**src/rtl/char_arbiter.sv**
```systemverilog
// Round-robin arbiter sharing one byte-strobe channel among N character sources.
// Optional packet lock (hold the channel until i_last) is built when CHAR_ARB_LOCK_EN is defined.
module char_arbiter #(
    parameter int N   = 4,
    parameter int W   = 8,
    parameter int GAP = 1
) (
    input  logic           i_clock,
    input  logic           i_reset,
    input  logic [N-1:0]   i_req,
    input  logic [N*W-1:0] i_data,
    input  logic [N-1:0]   i_last,
    input  logic           i_busy,
    output logic [W-1:0]   o_data,
    output logic           o_act,
    output logic [$clog2(N)-1:0] o_src,
    output logic [N-1:0]   o_ack
);

    localparam int SW = $clog2(N);
    localparam int CW = $clog2(GAP + 1);

    typedef enum logic [0:0] {
        ST_IDLE = 1'b0,
        ST_GAP  = 1'b1
    } state_t;

    state_t         state_q;
    logic [CW-1:0]  cnt_q;
    logic [SW-1:0]  last_q;
    logic [W-1:0]   data_q;
    logic           act_q;
    logic [SW-1:0]  src_q;
    logic [N-1:0]   ack_q;

    logic [N-1:0]   elig_s;
    logic           found_s;
    logic [SW-1:0]  win_s;
    logic [SW-1:0]  cand_s;
    logic [W-1:0]   win_data_s;

`ifdef CHAR_ARB_LOCK_EN
    logic           lock_vld_q;
    logic [SW-1:0]  lock_idx_q;

    // Restrict eligibility to the locked source while a packet is in flight.
    always_comb begin
        elig_s = i_req & (lock_vld_q ? (N'(1) << lock_idx_q) : {N{1'b1}});
    end
`else
    logic           unused_last_s;
    assign unused_last_s = ^i_last;

    // Every requesting source is eligible in per-byte mode.
    always_comb begin
        elig_s = i_req;
    end
`endif

    // Search downward in offset so the nearest eligible source after last_q wins.
    always_comb begin
        found_s = |elig_s;
        win_s   = '0;
        cand_s  = '0;
        for (int i = N; i >= 1; i--) begin
            cand_s = SW'((int'(last_q) + i) % N);
            if (elig_s[cand_s]) begin
                win_s = cand_s;
            end else begin
                win_s = win_s;
            end
        end
    end

    // Select the winning source's byte.
    always_comb begin
        win_data_s = '0;
        for (int k = 0; k < N; k++) begin
            if (SW'(k) == win_s) begin
                win_data_s = i_data[k*W +: W];
            end else begin
                win_data_s = win_data_s;
            end
        end
    end

    // Arbitration FSM with registered strobe outputs.
    always_ff @(posedge i_clock) begin
        if (i_reset) begin
            state_q <= ST_IDLE;
            cnt_q   <= '0;
            last_q  <= SW'(N - 1);
            data_q  <= '0;
            act_q   <= 1'b0;
            src_q   <= '0;
            ack_q   <= '0;
`ifdef CHAR_ARB_LOCK_EN
            lock_vld_q <= 1'b0;
            lock_idx_q <= '0;
`endif
        end else begin
            case (state_q)
                ST_IDLE: begin
                    if (!i_busy && found_s) begin
                        data_q  <= win_data_s;
                        act_q   <= 1'b1;
                        src_q   <= win_s;
                        ack_q   <= N'(1) << win_s;
                        last_q  <= win_s;
                        cnt_q   <= CW'(GAP);
                        state_q <= ST_GAP;
`ifdef CHAR_ARB_LOCK_EN
                        lock_vld_q <= ~i_last[win_s];
                        lock_idx_q <= win_s;
`endif
                    end else begin
                        data_q <= '0;
                        act_q  <= 1'b0;
                        src_q  <= '0;
                        ack_q  <= '0;
                    end
                end
                ST_GAP: begin
                    data_q <= '0;
                    act_q  <= 1'b0;
                    src_q  <= '0;
                    ack_q  <= '0;
                    if (cnt_q <= CW'(1)) begin
                        cnt_q   <= '0;
                        state_q <= ST_IDLE;
                    end else begin
                        cnt_q <= cnt_q - CW'(1);
                    end
                end
                default: begin
                    state_q <= ST_IDLE;
                    cnt_q   <= '0;
                    data_q  <= '0;
                    act_q   <= 1'b0;
                    src_q   <= '0;
                    ack_q   <= '0;
                end
            endcase
        end
    end

    assign o_data = data_q;
    assign o_act  = act_q;
    assign o_src  = src_q;
    assign o_ack  = ack_q;

endmodule

```
**config.mk**
```make
export PLATFORM = sky130hd
export DESIGN_NAME = char_arbiter
export DESIGN_NICKNAME = d
export VERILOG_FILES = /design/src/rtl/char_arbiter.sv
export SDC_FILE = /design/constraint.sdc
export NUM_CORES = 1
export LEC_CHECK = 0
export ABC_AREA = 0
export CORE_MARGIN = 3
export CORE_UTILIZATION = 33
export CTS_CLUSTER_DIAMETER = 50
export DETAILED_ROUTE_END_ITERATION = 8
export PLACE_DENSITY = 0.89
export SYNTH_ARGS = -nofsm -noshare
export SYNTH_HDL_FRONTEND = slang
export SYNTH_SLANG_ARGS = --single-unit
```
**constraint.sdc**
```tcl
create_clock -name i_clock -period 1.6 [get_ports i_clock]
set_clock_uncertainty 0.05 [all_clocks]
set_input_delay 0.16 -clock i_clock [delete_from_list [all_inputs] [get_ports i_clock]]
set_output_delay 0.16 -clock i_clock [all_outputs]
set_load 0.05 [all_outputs]
```
==> reports/results.ini <==
[power]
power_frac_comb_pct=37.4
seqPwrFrac_pct=42.8
power_mw=1.08
peakVddDrop_mv=0.624
power_density_mw_per_mm2=788
swShare_pct=29.9
internal_power_mw=0.757
p_leak_nw=0.620
power_frac_clock_pct=19.9
switchingPower_mw=0.324

[drt]
viasPerCell=4.74
ant_nets=0
routed-via-count=759
routed_wl_mm=1.86
detail_route.wl_per_cell_um=11.6
drt-initial-drc-count=3
dr.pass1.iters=4
drc_errors=0

[synthesis]
synthTopCellsByArea=dfxtp_1, mux2i_1, o22ai_1
synth_area_leader_cell=dfxtp_1
ys_types=20
syn_inst=72
syn_nets=115
ys_seq_area_share_pct=44.3
netlist_area_um2=768
synthFlopType=dfxtp_1
synth_seq_cells=17
yosysWarnings=0
synth_edf_count=0
syn_avg_cell_area_um2=10.7
async_reset_ff_share_pct=0
synthTopCellsByCount=dfxtp_1, mux2i_1, o22ai_1
yosysTopAreaCellShare_pct=44.3

[worst_hold_path]
whs_endpoint=last_q[0]
hp-start=last_q[0]
hold_depth=2
min_path_type=register to register

[clock_network]
path_clk_slew_ns=0.09
tritoncts=yes
cts_made_buffers=3
ctsHtreeMaxLevel=1
cts_root_buf=clkbuf_4
cts-hold-fix-buffers=0
cts_sinks=17
clockBufferDepth=2
insertion_delay_ns=0.28

[layout]
synthToLayoutAreaGrowth_pct=78.7
finalNonFillerCells=160
drive_gt1_share_pct=23.3
nNetsFinal=177
n_antenna_cell=0

[grt]
grt_remaining_overflow=0
gr-usage-all-layers_pct=14.2
grt_pass1_wl_mm=3.02
grt_pass1_vias=746
grt_start_max_net_pins=22
antenna_found_initial=0

[setup_path]
worst_r2r_path_depth=6
worst-r2r-setup-slack_ns=0.07
r2r-end=o_data[3]
required_ns=1.72
cp.arrival_ns=1.68
criticalPathCategory=input port to register
crit_path_start_kind=input port
endpoint_kind=register
critPathMaxFanout=21
reg2reg_from=last_q[0]

[place]
dp_hpwl_mm=1.58
gp_congestion=0.749
io_buffer_count=53
dp_cells=156

[timing]
fin_crit_sh_pct=97.3
hold_violations=0
slew-limit-headroom_pct=81.7
worst_pin_slew_ns=0.274
fmax_mhz=642
tns_ns=0
period_needed_ns=1.56
slew_violations=0
finalSetupViolCount=0
grt_setup_unrepaired=false

[flow_run]
drv_cap=0

[die]
start_util_pct=36.9
die_h_um=54.3
die_w_um=54.3
die_area_mm2=0.00294
rows=16
core_area_mm2=0.00208
io_pins=58

[status]
outcome=completed

[cells by family (layout without fill, tap and decap cells)]
group                  Yosys count  count (layout)  share of synthesized area, %
muxes                           17              17                          22.1
DFF                             17              17                          44.3
and+or+nand+nor                 18              18                          13.7
buffers and inverters            5              66                          4.40
AOI/OAI and AO/OA               15              15                          15.5
[timing repair]
action,in CTS,in global routing
gates resized for setup,0,1
endpoints found under the setup margin,0,6
buffers inserted,0,0
[critical path: stages]
cell             delay, ns
clkdlybuf4s50_1       0.48
and2b_1               0.21
o21ai_1               0.21
o311ai_4              0.15
buf_12                0.19
mux2i_1               0.17
o22ai_1               0.10
[layout make-up]
class / count / area, µm²
clock buffer: 4 / 26.3
fill: 177 / 709
inverter: 2 / 7.51
tap: 27 / 33.8
multi-input combinational: 50 / 407
timing repair buffer: 60 / 558
sequential: 17 / 340
[flip-flops by register name, indices dropped and copies added, names as in the netlist]
name     count
o_data       8
o_ack        4
state_q      1
last_q       2
o_src        2
[through the flow]
step / hold WS [ns] / utilization, % / cell area (µm²) / worst slack [ns]
after global routing: 0.484 / 65.9 / 1370 / 0.0000168
after floorplan: 0.189 / - / 768 / 0.208
after CTS: 0.466 / 65.8 / 1370 / 0.0390
after global placement: 0.431 / 64.5 / 1340 / -0.206
final: 0.454 / 65.9 / 1370 / 0.0425
after detailed placement: 0.445 / 64.5 / 1340 / -0.263
[power groups by stage]
stage | Clock (mW) | Sequential [mW] | Combinational [mW]
floorplan | 0 | 0.554 | 0.142
global placement | 0 | 0.472 | 0.400
detailed placement | 0 | 0.473 | 0.406
CTS | 0.222 | 0.463 | 0.407
global route | 0.247 | 0.466 | 0.431
finish | 0.215 | 0.462 | 0.404
[how the worst max path moves through the flow]
stage | startpoint | end | slack [ns] | cells after the start
CTS | i_req[3] | o_data[3] | 0.04 | 7
floorplan | state_q | o_data[0] | 0.21 | 5
global route | last_q[0] | o_data[3] | 0.00002 | 6
global placement | i_req[0] | o_data[1] | -0.21 | 6
finish | i_req[3] | o_data[3] | 0.04 | 7
detailed placement | i_req[3] | o_data[3] | -0.26 | 7
[layer usage]
metal  up-vias  global-route usage (%)  wire [µm]
met5         -                       0          0
met4         0                    3.73         19
met3         2                    9.54        326
met2        49                    20.7        773
met1       321                    16.9        740
li1        387                       -          -
[layout by cell type (no fill, tap or decap), types with 2 or more instances in the layout]
master,n
mux2i_1,17
a21o_1,2
dfxtp_1,17
o22ai_1,9
nand2b_1,3
clkdlybuf4s50_1,38
clkbuf_4,3
buf_4,21
nor2_1,8
(Power assumes the default switching activity.)
